## src/rtl/eq_pkg.sv

```systemverilog
`default_nettype none
// ============================================================================
//  Module   : eq_pkg
//  Purpose  : Shared constants and helper functions for the stereo EQ mixer:
//             FSM state encodings, Q-format unity gain, saturation limits and
//             accumulator width.
//  Revision : 1.0  initial release
// ============================================================================
package eq_pkg;

  // Mixer FSM state encodings
  localparam logic [1:0] ST_IDLE = 2'd0;  // waiting for an input sample
  localparam logic [1:0] ST_ACC  = 2'd1;  // one MAC per term per cycle
  localparam logic [1:0] ST_SAT  = 2'd2;  // round / saturate / clip detect
  localparam logic [1:0] ST_HOLD = 2'd3;  // load output register when free

  // Unity gain in a signed gain format with 'frac' fractional bits
  function automatic longint gain_one(input int frac);
    return longint'(1) <<< frac;
  endfunction

  // Largest positive value of a signed w-bit sample
  function automatic longint sat_max(input int w);
    return (longint'(1) <<< (w - 1)) - 1;
  endfunction

  // Most negative value of a signed w-bit sample
  function automatic longint sat_min(input int w);
    return -(longint'(1) <<< (w - 1));
  endfunction

  // Full-precision accumulator width for dry + n_bands products
  function automatic int acc_w(input int data_w, input int gain_w, input int n_bands);
    return data_w + gain_w + $clog2(n_bands + 1);
  endfunction

endpackage
`default_nettype wire

```

## src/rtl/eq_mac_channel.sv

```systemverilog
`default_nettype none
// ============================================================================
//  Module   : eq_mac_channel
//  Purpose  : One audio channel of the EQ mixer. Accumulates sample*gain
//             products at full precision, then rounds half up, saturates to
//             DATA_W and flags a clip.
//  Ports    : aclk/resetn  clock, async active-low reset
//             clear        zero the accumulator (start of a new sample)
//             enable       add sample*gain into the accumulator
//             latch        register rounded/saturated result and clip flag
//             sample, gain current term operands (signed)
//             result, clip registered mixer result and its clip flag
//  Revision : 1.0  initial release
// ============================================================================
module eq_mac_channel
  import eq_pkg::*;
#(
  parameter int DATA_W    = 24,
  parameter int GAIN_W    = 16,
  parameter int GAIN_FRAC = 12,
  parameter int ACC_W     = 43
) (
  input  logic                     aclk,
  input  logic                     resetn,
  input  logic                     clear,
  input  logic                     enable,
  input  logic                     latch,
  input  logic signed [DATA_W-1:0] sample,
  input  logic signed [GAIN_W-1:0] gain,
  output logic        [DATA_W-1:0] result,
  output logic                     clip
);

  localparam int PROD_W = DATA_W + GAIN_W;
  // One guard bit so adding the rounding constant can never wrap
  localparam int SH_W   = ACC_W + 1;

  localparam logic signed [SH_W-1:0] RND_HALF = SH_W'(longint'(1) <<< (GAIN_FRAC - 1));
  localparam logic signed [SH_W-1:0] SAT_HI   = SH_W'(sat_max(DATA_W));
  localparam logic signed [SH_W-1:0] SAT_LO   = SH_W'(sat_min(DATA_W));

  logic signed [PROD_W-1:0] prod;
  logic signed [ACC_W-1:0]  acc_q, acc_d;
  logic signed [SH_W-1:0]   rnd_sum;
  logic signed [SH_W-1:0]   rnd_shr;
  logic [DATA_W-1:0]        result_q, result_d;
  logic                     clip_q, clip_d;

  assign prod = sample * gain;

  always_comb begin
    acc_d = acc_q;
    if (clear) begin
      acc_d = '0;
    end else if (enable) begin
      acc_d = acc_q + {{(ACC_W-PROD_W){prod[PROD_W-1]}}, prod};
    end

    // Round half up, then drop the gain fraction with an arithmetic shift
    rnd_sum = {acc_q[ACC_W-1], acc_q} + RND_HALF;
    rnd_shr = rnd_sum >>> GAIN_FRAC;

    result_d = result_q;
    clip_d   = clip_q;
    if (latch) begin
      if (rnd_shr > SAT_HI) begin
        result_d = SAT_HI[DATA_W-1:0];
        clip_d   = 1'b1;
      end else if (rnd_shr < SAT_LO) begin
        result_d = SAT_LO[DATA_W-1:0];
        clip_d   = 1'b1;
      end else begin
        result_d = rnd_shr[DATA_W-1:0];
        clip_d   = 1'b0;
      end
    end
  end

  always_ff @(posedge aclk or negedge resetn) begin
    if (!resetn) begin
      acc_q    <= '0;
      result_q <= '0;
      clip_q   <= 1'b0;
    end else begin
      acc_q    <= acc_d;
      result_q <= result_d;
      clip_q   <= clip_d;
    end
  end

  assign result = result_q;
  assign clip   = clip_q;

endmodule
`default_nettype wire

```

## src/rtl/axis_eq_mixer_v1_0.sv

```systemverilog
`default_nettype none
// ============================================================================
//  Module   : axis_eq_mixer_v1_0
//  Purpose  : N-band stereo equalizer mixer. Output = round/saturate of
//             dry*gain_dry + sum(band_k*gain_band_k), per channel, with
//             AXI-Stream handshakes on both sides, bypass and clip counter.
//  Ports    : aclk, resetn                 clock, async active-low reset
//             s_axis_tdata   {L,R} dry     s_axis_band_tdata  band k {L,R}
//             s_axis_tlast/tvalid/tready   input stream handshake
//             gain_dry, gain_band          signed gains (captured on accept)
//             bypass                       1: output = dry sample unchanged
//             m_axis_tdata/tlast/tvalid/tready  output stream
//             sat_count / sat_clear        clipped-sample counter and clear
//  Revision : 1.0  initial release
// ============================================================================
module axis_eq_mixer_v1_0
  import eq_pkg::*;
#(
  parameter int N_BANDS   = 4,
  parameter int DATA_W    = 24,
  parameter int GAIN_W    = 16,
  parameter int GAIN_FRAC = 12,
  parameter int SATCNT_W  = 16
) (
  input  logic                          aclk,
  input  logic                          resetn,
  input  logic [2*DATA_W-1:0]           s_axis_tdata,
  input  logic [2*N_BANDS*DATA_W-1:0]   s_axis_band_tdata,
  input  logic                          s_axis_tlast,
  input  logic                          s_axis_tvalid,
  output logic                          s_axis_tready,
  input  logic [GAIN_W-1:0]             gain_dry,
  input  logic [N_BANDS*GAIN_W-1:0]     gain_band,
  input  logic                          bypass,
  output logic [2*DATA_W-1:0]           m_axis_tdata,
  output logic                          m_axis_tlast,
  output logic                          m_axis_tvalid,
  input  logic                          m_axis_tready,
  output logic [SATCNT_W-1:0]           sat_count,
  input  logic                          sat_clear
);

  localparam int ACC_W = acc_w(DATA_W, GAIN_W, N_BANDS);
  localparam int IDX_W = $clog2(N_BANDS + 1);

  logic [1:0]                    state_q, state_d;
  logic [IDX_W-1:0]              idx_q, idx_d;
  logic [2*DATA_W-1:0]           dry_q, dry_d;
  logic [2*N_BANDS*DATA_W-1:0]   band_q, band_d;
  logic                          last_q, last_d;
  logic                          bypass_q, bypass_d;
  logic [GAIN_W-1:0]             gdry_q, gdry_d;
  logic [N_BANDS*GAIN_W-1:0]     gband_q, gband_d;
  logic [2*DATA_W-1:0]           out_data_q, out_data_d;
  logic                          out_last_q, out_last_d;
  logic                          out_valid_q, out_valid_d;
  logic [SATCNT_W-1:0]           sat_count_q, sat_count_d;

  logic                          out_free;
  logic                          mac_clear, mac_en, mac_latch, sat_inc;
  logic [DATA_W-1:0]             term_l, term_r;
  logic [GAIN_W-1:0]             term_gain;
  logic [DATA_W-1:0]             res_l, res_r;
  logic                          clip_l, clip_r;

  assign out_free = !out_valid_q || m_axis_tready;

  // Term 0 is the dry sample; term k (1..N_BANDS) is band k-1
  always_comb begin
    term_l    = dry_q[2*DATA_W-1 -: DATA_W];
    term_r    = dry_q[DATA_W-1:0];
    term_gain = gdry_q;
    for (int k = 0; k < N_BANDS; k++) begin
      if (idx_q == IDX_W'(k + 1)) begin
        term_l    = band_q[k*2*DATA_W + DATA_W +: DATA_W];
        term_r    = band_q[k*2*DATA_W +: DATA_W];
        term_gain = gband_q[k*GAIN_W +: GAIN_W];
      end
    end
  end

  always_comb begin
    state_d     = state_q;
    idx_d       = idx_q;
    dry_d       = dry_q;
    band_d      = band_q;
    last_d      = last_q;
    bypass_d    = bypass_q;
    gdry_d      = gdry_q;
    gband_d     = gband_q;
    out_data_d  = out_data_q;
    out_last_d  = out_last_q;
    out_valid_d = out_valid_q;
    mac_clear   = 1'b0;
    mac_en      = 1'b0;
    mac_latch   = 1'b0;
    sat_inc     = 1'b0;

    // Handshake drains the output; a load below in the same cycle overrides
    if (out_valid_q && m_axis_tready) begin
      out_valid_d = 1'b0;
    end

    case (state_q)
      ST_IDLE: begin
        if (s_axis_tvalid) begin
          dry_d     = s_axis_tdata;
          band_d    = s_axis_band_tdata;
          last_d    = s_axis_tlast;
          bypass_d  = bypass;
          gdry_d    = gain_dry;
          gband_d   = gain_band;
          mac_clear = 1'b1;
          idx_d     = '0;
          state_d   = ST_ACC;
        end
      end
      ST_ACC: begin
        mac_en = 1'b1;
        if (idx_q == IDX_W'(N_BANDS)) begin
          state_d = ST_SAT;
        end else begin
          idx_d = idx_q + IDX_W'(1);
        end
      end
      ST_SAT: begin
        // Result is registered inside the MAC channels here; the output
        // register picks it up in HOLD (same cycle when unstalled).
        mac_latch = 1'b1;
        state_d   = ST_HOLD;
      end
      ST_HOLD: begin
        if (out_free) begin
          out_data_d  = bypass_q ? dry_q : {res_l, res_r};
          out_last_d  = last_q;
          out_valid_d = 1'b1;
          sat_inc     = !bypass_q && (clip_l || clip_r);
          state_d     = ST_IDLE;
        end
      end
      default: state_d = ST_IDLE;
    endcase

    sat_count_d = sat_count_q;
    if (sat_clear) begin
      sat_count_d = '0;
    end else if (sat_inc && !(&sat_count_q)) begin
      sat_count_d = sat_count_q + SATCNT_W'(1);
    end
  end

  always_ff @(posedge aclk or negedge resetn) begin
    if (!resetn) begin
      state_q     <= ST_IDLE;
      idx_q       <= '0;
      dry_q       <= '0;
      band_q      <= '0;
      last_q      <= 1'b0;
      bypass_q    <= 1'b0;
      gdry_q      <= '0;
      gband_q     <= '0;
      out_data_q  <= '0;
      out_last_q  <= 1'b0;
      out_valid_q <= 1'b0;
      sat_count_q <= '0;
    end else begin
      state_q     <= state_d;
      idx_q       <= idx_d;
      dry_q       <= dry_d;
      band_q      <= band_d;
      last_q      <= last_d;
      bypass_q    <= bypass_d;
      gdry_q      <= gdry_d;
      gband_q     <= gband_d;
      out_data_q  <= out_data_d;
      out_last_q  <= out_last_d;
      out_valid_q <= out_valid_d;
      sat_count_q <= sat_count_d;
    end
  end

  eq_mac_channel #(
    .DATA_W    (DATA_W),
    .GAIN_W    (GAIN_W),
    .GAIN_FRAC (GAIN_FRAC),
    .ACC_W     (ACC_W)
  ) u_mac_l (
    .aclk   (aclk),
    .resetn (resetn),
    .clear  (mac_clear),
    .enable (mac_en),
    .latch  (mac_latch),
    .sample (term_l),
    .gain   (term_gain),
    .result (res_l),
    .clip   (clip_l)
  );

  eq_mac_channel #(
    .DATA_W    (DATA_W),
    .GAIN_W    (GAIN_W),
    .GAIN_FRAC (GAIN_FRAC),
    .ACC_W     (ACC_W)
  ) u_mac_r (
    .aclk   (aclk),
    .resetn (resetn),
    .clear  (mac_clear),
    .enable (mac_en),
    .latch  (mac_latch),
    .sample (term_r),
    .gain   (term_gain),
    .result (res_r),
    .clip   (clip_r)
  );

  assign s_axis_tready = (state_q == ST_IDLE);
  assign m_axis_tdata  = out_data_q;
  assign m_axis_tlast  = out_last_q;
  assign m_axis_tvalid = out_valid_q;
  assign sat_count     = sat_count_q;

endmodule
`default_nettype wire

```

## config.mk

```make
export PLATFORM = sky130hd
export DESIGN_NAME = axis_eq_mixer_v1_0
export DESIGN_NICKNAME = d
export VERILOG_FILES = /design/src/rtl/eq_pkg.sv /design/src/rtl/eq_mac_channel.sv /design/src/rtl/axis_eq_mixer_v1_0.sv
export SDC_FILE = /design/constraint.sdc
export NUM_CORES = 2
export LEC_CHECK = 0
export BUFFER_PORTS_ARGS = -buffer_cell sky130_fd_sc_hd__buf_2
export CAP_MARGIN = 20
export CORE_UTILIZATION = 24
export DETAILED_ROUTE_END_ITERATION = 16
export PLACE_DENSITY = 0.4
export SYNTH_ARGS = -nofsm -noshare
export SYNTH_HDL_FRONTEND = slang
export SYNTH_SLANG_ARGS = --single-unit
```

## constraint.sdc

```tcl
create_clock -name aclk -period 11.9 [get_ports aclk]
set_input_delay 0.595 -clock aclk [delete_from_list [all_inputs] [get_ports aclk]]
set_output_delay 0.595 -clock aclk [all_outputs]
set_load 0.005 [all_outputs]
```

==> Word-level counts from Yosys, hierarchy flattened <==
Index checks and enable logic that the tools add are counted.
{ "op_classes": {"muxes": 43, "eq_ne": 11, "add_sub_neg": 6, "n_reduce_logical": 17, "magnitude_cmp": 4, "multipliers": 2} }
{ "op_table": {"columns": ["cell", "count"], "rows": [
  ["2-to-1 mux 24 bit", 12],
  ["2-to-1 mux 43 bit", 4],
  ["2-to-1 mux 16 bit", 6],
  ["adder 43 x 13 -> 44 bit, second input constant", 2],
  ["adder 43 bit", 2],
  ["multiplier 24 x 16 -> 40 bit", 2],
  ["> comparator 32 x 24 -> 1 bit, second input constant", 2],
  ["< comparator 32 x 24 -> 1 bit, second input constant", 2],
  ["2-to-1 mux 48 bit", 1],
  ["adder 16 x 1 -> 16 bit, second input constant", 1],
  ["AND reduction 16 bit", 1],
  ["2-to-1 mux 1 bit", 13],
  ["inequality test 2 bit, second input constant", 4],
  ["one-hot mux 2 bit (4 select lines)", 1],
  ["== test 3 x 2 -> 1 bit, second input constant", 2],
  ["2-to-1 mux 2 bit", 3],
  ["2-to-1 mux 3 bit", 2],
  ["one-hot mux 3 bit (2 select lines)", 1],
  ["AND reduction 3 bit", 2],
  ["nonzero test 2 bit", 3],
  ["== test 2 bit, second input constant", 2],
  ["AND reduction 2 bit", 2],
  ["adder 3 x 1 -> 3 bit, second input constant", 1],
  ["== test 3 x 1 -> 1 bit, second input constant", 1],
  ["6 further kinds", 11]
]} }
{ "totals": {"inputBits": 327, "ff_bits": 529} }

==> Depth between registers and ports, before layout <==
{ "depth": {"word_depth": 9, "ltp_mapped": 45, "ltp_nobuf": 43} }

==> Cells and area by module <==
From an unflattened synthesis, not the netlist that was laid out.
{ "hier_totals": {"hier_cells": 5973, "area_unflattened_um2": 57209.9} }
{ "by_module_without_submodules": {"columns": ["mod", "instances", "seq_area_each_um2", "cells_each", "area_each_um2"], "rows": [
  ["eq_mac_channel at u_mac_l", 1, 1701.6, 2282, 19632.6],
  ["eq_mac_channel at u_mac_r", 1, 1701.6, 2212, 19449.9],
  ["axis_eq_mixer_v1_0", 1, 9834.4, 1479, 18127.4]
]} }

==> Least setup slack after synthesis <==
OpenSTA, ideal clock, no wires.
{ "synth_path": {"path_kind": "register to register", "start": "register idx_q[0]", "end": "register u_mac_r.acc_q[37]", "setup_ps": 131, "path_stages_with_launch": 41, "synth_period_minus_slack_ps": 9750, "setup_slack_ps": 2150, "path_buffers": 2, "arrival_ps": 9619, "path_cell_list": "dfrtp_1 -> ha_1 -> nand2_1 -> buf_2 -> buf_2 -> mux2i_1 -> nor2_1 -> a21oi_1 -> o21ai_0 -> mux2i_1 -> nor2_1 -> fa_1 -> inv_1 -> fa_1 -> inv_1 -> fa_1 -> fa_1 -> fa_1 -> [... 5 more ...] -> o21ai_0 -> a2111oi_0 -> nor2_1 -> a221oi_2 -> o21ai_1 -> and2_1 -> o21ai_0 -> nand2b_1 -> xor2_1 -> ha_1 -> and3_1 -> and4_1 -> a221o_1 -> a221oi_1 -> o31ai_1 -> a31oi_2 -> xor2_1 -> o21ai_1"} }
{ "synth_via": {"elab_chain_cells": 9, "elab_cells_between_ends": 16, "classes_between": "1 x add/sub; 1 x mul; 4 x eq/ne; 10 x mux"} }
{ "synth_rtl": {"columns": ["item", "line_no", "text"], "rows": [
  ["from (decl)", "axis_eq_mixer_v1_0.sv:47", "logic [IDX_W-1:0] idx_q, idx_d;"],
  ["from (signal assigned)", "axis_eq_mixer_v1_0.sv:168", "idx_q <= idx_d;"],
  ["== test 3 x 1 -> 1 bit", "axis_eq_mixer_v1_0.sv:74", "if (idx_q == IDX_W'(k + 1)) begin"],
  ["2-to-1 mux 24 bit / 2-to-1 mux 16 bit (equally long branches) (4 in a row)", "axis_eq_mixer_v1_0.sv:74", null],
  ["multiplier 24 x 16 -> 40 bit *", "eq_mac_channel.sv:49", "assign prod = sample * gain;"],
  ["adder 43 bit *", "eq_mac_channel.sv:56", "acc_d = acc_q + {{(ACC_W-PROD_W){prod[PROD_W-1]}}, prod};"],
  ["2-to-1 mux 43 bit *", "eq_mac_channel.sv:55", "end else if (enable) begin"],
  ["2-to-1 mux 43 bit *", "eq_mac_channel.sv:53", "if (clear) begin"],
  ["to (signal assigned)", "eq_mac_channel.sv:81", "acc_q <= '0;"],
  ["to (signal assigned)", "eq_mac_channel.sv:85", "acc_q <= acc_d;"],
  ["to (decl)", "eq_mac_channel.sv:43", "logic signed [ACC_W-1:0] acc_q, acc_d;"]
]} }
Mark *: on every way between the ends. The rest lies on a longest branch, timed or not. The select of a mux whose other input is x is not followed.
A chain may end at the register's enable or synchronous reset.

==> Worst setup path after layout <==
{ "layout_path": {"start": "register idx_q[1]", "end": "register u_mac_r.acc_q[41]"} }
The elaborated chain is that of the path after synthesis.

==> results.sh <==
export IMPL_dieWidth_um=486
export IMPL_cts_setup_buffers=0
export IMPL_core_area_um2=233000
export IMPL_cts_root_buf="clkbuf_16"
export IMPL_hold_path_class="input pin to register"
export IMPL_worstSetupEndpointType="register"
export IMPL_tns_ns=0
export IMPL_syn2layout_area_growth_pct=15.7
export IMPL_clk_path_buf_depth=3
export IMPL_setup_viol=0
export IMPL_synth_cell_types=91
export IMPL_fin_skew_ns=0.0345
export IMPL_syn_inst=6560
export IMPL_worst_pin_slew_ns=1.07
export IMPL_cap_viol_max_count=0
export IMPL_finalMaxSlewViolations=0
export IMPL_antenna_found_initial=14
export IMPL_place_hpwl_mm=180
export IMPL_synth_area_leader_cell="fa_1"
export IMPL_avgSynthCellArea_um2=8.58
export IMPL_nets=8295
export IMPL_required_ns=12.49
export IMPL_die_y_um=486
export IMPL_relSlewSlack=0.266
export IMPL_wl_per_cell_um=22.0
export IMPL_post_route_period_util=0.945
export IMPL_async_reset_ff_frac=1.00
export IMPL_htree_levels=3
export IMPL_min_period_ns=11.25
export IMPL_routed_wl_mm=222
export IMPL_synth_edf_count=0
export IMPL_detail_route_vias_per_cell=4.53
export IMPL_overflow=0
export IMPL_num_vias=45800
export IMPL_finalHoldViolCount=0
export IMPL_wl_met1_mm=96.6
export IMPL_gp_congestion=0.883
export IMPL_seq_area_frac_synth=0.235
export IMPL_dieArea_um2=236000
export IMPL_drtPass1Iterations=5
export IMPL_rows=177
export IMPL_crit_family="adder cells"
export IMPL_post_route_drc_count=0
export IMPL_routed_top_layer="met4"
export IMPL_worst_skew_pair_late_latency_ns=0.69
export IMPL_clk_pin_slew_ns=0.06
export IMPL_dr_wl_met2_mm=108
export IMPL_rsz0062_at_grt="no"
export IMPL_critPathLaunchType="register"
export IMPL_cp_arrival_ns=11.84
export IMPL_grt_pass1_vias=48100
export IMPL_detail_route_antenna_nets=0
export IMPL_cts_tree="yes"
export IMPL_grt_total_usage=0.188
export IMPL_slowest_stage="mux2_2"
export IMPL_worst_path_buf_inv=5
export IMPL_fmax_mhz=88.9
export IMPL_io_pins=394
export IMPL_clkSinkCount=529
export IMPL_syn_nets=7933
export IMPL_path_max_fanout=34
export IMPL_syn_area_um2=56300
export IMPL_yosysWarnings=0
export IMPL_buffer_ports_inserted=393
export IMPL_initial_utilization=0.242
export IMPL_synth_seq_cells=529
export IMPL_status="finished, final reports clean"
export IMPL_numCtsBuffers=68
export IMPL_synth_top_cell_area_share=0.267
export IMPL_cpPeakStageDelay_ns=0.67
export IMPL_critical_path_class="register to register"
export IMPL_drt_iter0_drc=3121
export IMPL_synthTopCellsByArea="fa_1 (27%), dfrtp_1 (24%), nand2_1 (11%)"
export IMPL_grt_first_pass_wirelength_mm=328
export IMPL_drive_gt1_frac=0.115
export IMPL_synthFlopType="dfrtp_1"
export IMPL_wl_met3_mm=9.46
export IMPL_crit_top_cell="fa_1"
export IMPL_grt_max_degree=182
==> tightest hold or removal path, stage by stage <==
cell	delay, ns
buf_2	0.08
nand2_1	0.04
nand2_1	0.04
==> metrics by stage <==
| stage | cell area [µm²] | setup slack, ns | util | instances | hold slack [ns] |
|---|---|---|---|---|---|
| after floorplan | 56300 | 2.15 | - | 6560 | 0.299 |
| after global placement | 62700 | 0.818 | 0.269 | 9982 | 0.457 |
| after detailed placement | 62700 | 0.735 | 0.269 | 9982 | 0.461 |
| after CTS | 65100 | 0.699 | 0.280 | 10100 | 0.0338 |
| after global routing | 65100 | 0.0856 | 0.280 | 10100 | 0.0860 |
| final | 65100 | 0.651 | 0.280 | 10100 | 0.0940 |
==> routing by layer <==
metal	global-route usage	up-vias
met5	0	-
met4	0.0690	0
met3	0.0181	242
met2	0.319	1156
met1	0.248	23100
li1	-	21300
==> cells by family (layout without fill, tap and decap cells) <==
family | count (synthesis) | after routing | synth area share
AND/OR/NAND/NOR | 2551 | 2551 | 0.186
adder cells (fa/ha/maj) | 1046 | 1046 | 0.333
flip-flops | 529 | 529 | 0.235
buffers and inverters | 1184 | 1599 | 0.0799
multiplexers | 264 | 264 | 0.0482
AO/OA/AOI/OAI | 790 | 790 | 0.0873
XOR/XNOR | 196 | 196 | 0.0305
other | 0 | 2 | 0
==> state kept, by name, summed over array words and instances (netlist names), 24 cells and up <==
signal          cells
u_mac_l.acc_q      43
dry_q              48
band_q            192
u_mac_l.result     24
m_axis_tdata       48
u_mac_r.result     24
u_mac_r.acc_q      43
gband_q            64
==> cells in the final DEF, fill, tap and decap left out, drive strengths merged, types with 14 or more instances in the layout <==
master and count:
clkbuf 98, nor3 37, clkinv 17, buf 565
xor2 89, o21a 23, xnor2 107, a31oi 21
mux2i 206, and3 34, nand4 28, a21oi 265
fa 750, ha 296, o21ai 240, nor2 578
nand2 1616, dfrtp 529, and2 56, o21bai 18
o22a 26, nand3 71, a21o 69, inv 910
mux2 58, nand2b 34, nor2b 35, a211oi 30
o211ai 14
==> area by class of cell <==
cell class | instances | area [µm²]
antenna | 2 | 5.00
sequential | 529 | 13200
clock buffer | 97 | 1970
tap | 3132 | 3920
multi-input combinational | 4847 | 38700
fill | 25200 | 168000
timing repair buffer | 567 | 3400
inverter | 909 | 3410
clock inverter | 26 | 463
==> path summary, 6_finish.rpt <==
path	from	endpoint	slack, ns	cells past startpoint
setup / recovery	idx_q[1]	u_mac_r.acc_q[41]	0.65	38
hold / removal	s_axis_tdata[42]	dry_q[42]	0.09	3
setup reg to reg	idx_q[1]	u_mac_r.acc_q[41]	0.65	38
hold reg to reg	band_q[161]	band_q[161]	0.47	2
max in group asynchronous	resetn	gband_q[62]	9.24	4
min in group asynchronous	resetn	sat_count[5]	0.51	2
==> timing repair <==
item | in CTS | in global routing
resized for setup | 0 | 0
hold buffers | 1 | 0
hold endpoints to repair | 72 | 0
==> cells in the mapped netlist (11+ instances only) <==
cell	instances
and3_1	34
nand4_1	27
ha_1	296
o21ai_0	225
o31ai_1	11
a21oi_1	241
inv_1	909
nand3_1	70
fa_1	750
or3_1	13
nor2b_1	34
xnor2_1	107
a211oi_1	27
xor2_1	89
o22a_1	26
o21a_1	22
and2_1	56
mux2i_1	206
buf_2	12
a21oi_2	24
o211ai_1	14
nand2_1	1616
clkbuf_1	227
a31oi_1	19
o21ai_1	14
nand2b_1	34
o21bai_1	18
nor3_1	36
nor2_1	578
dfrtp_1	529
a21o_1	69
mux2_2	56
buf_1	30
Power is left out: the tool's default activity adds up to more than one toggle a clock period on the data nets, which glitch-free logic cannot reach.
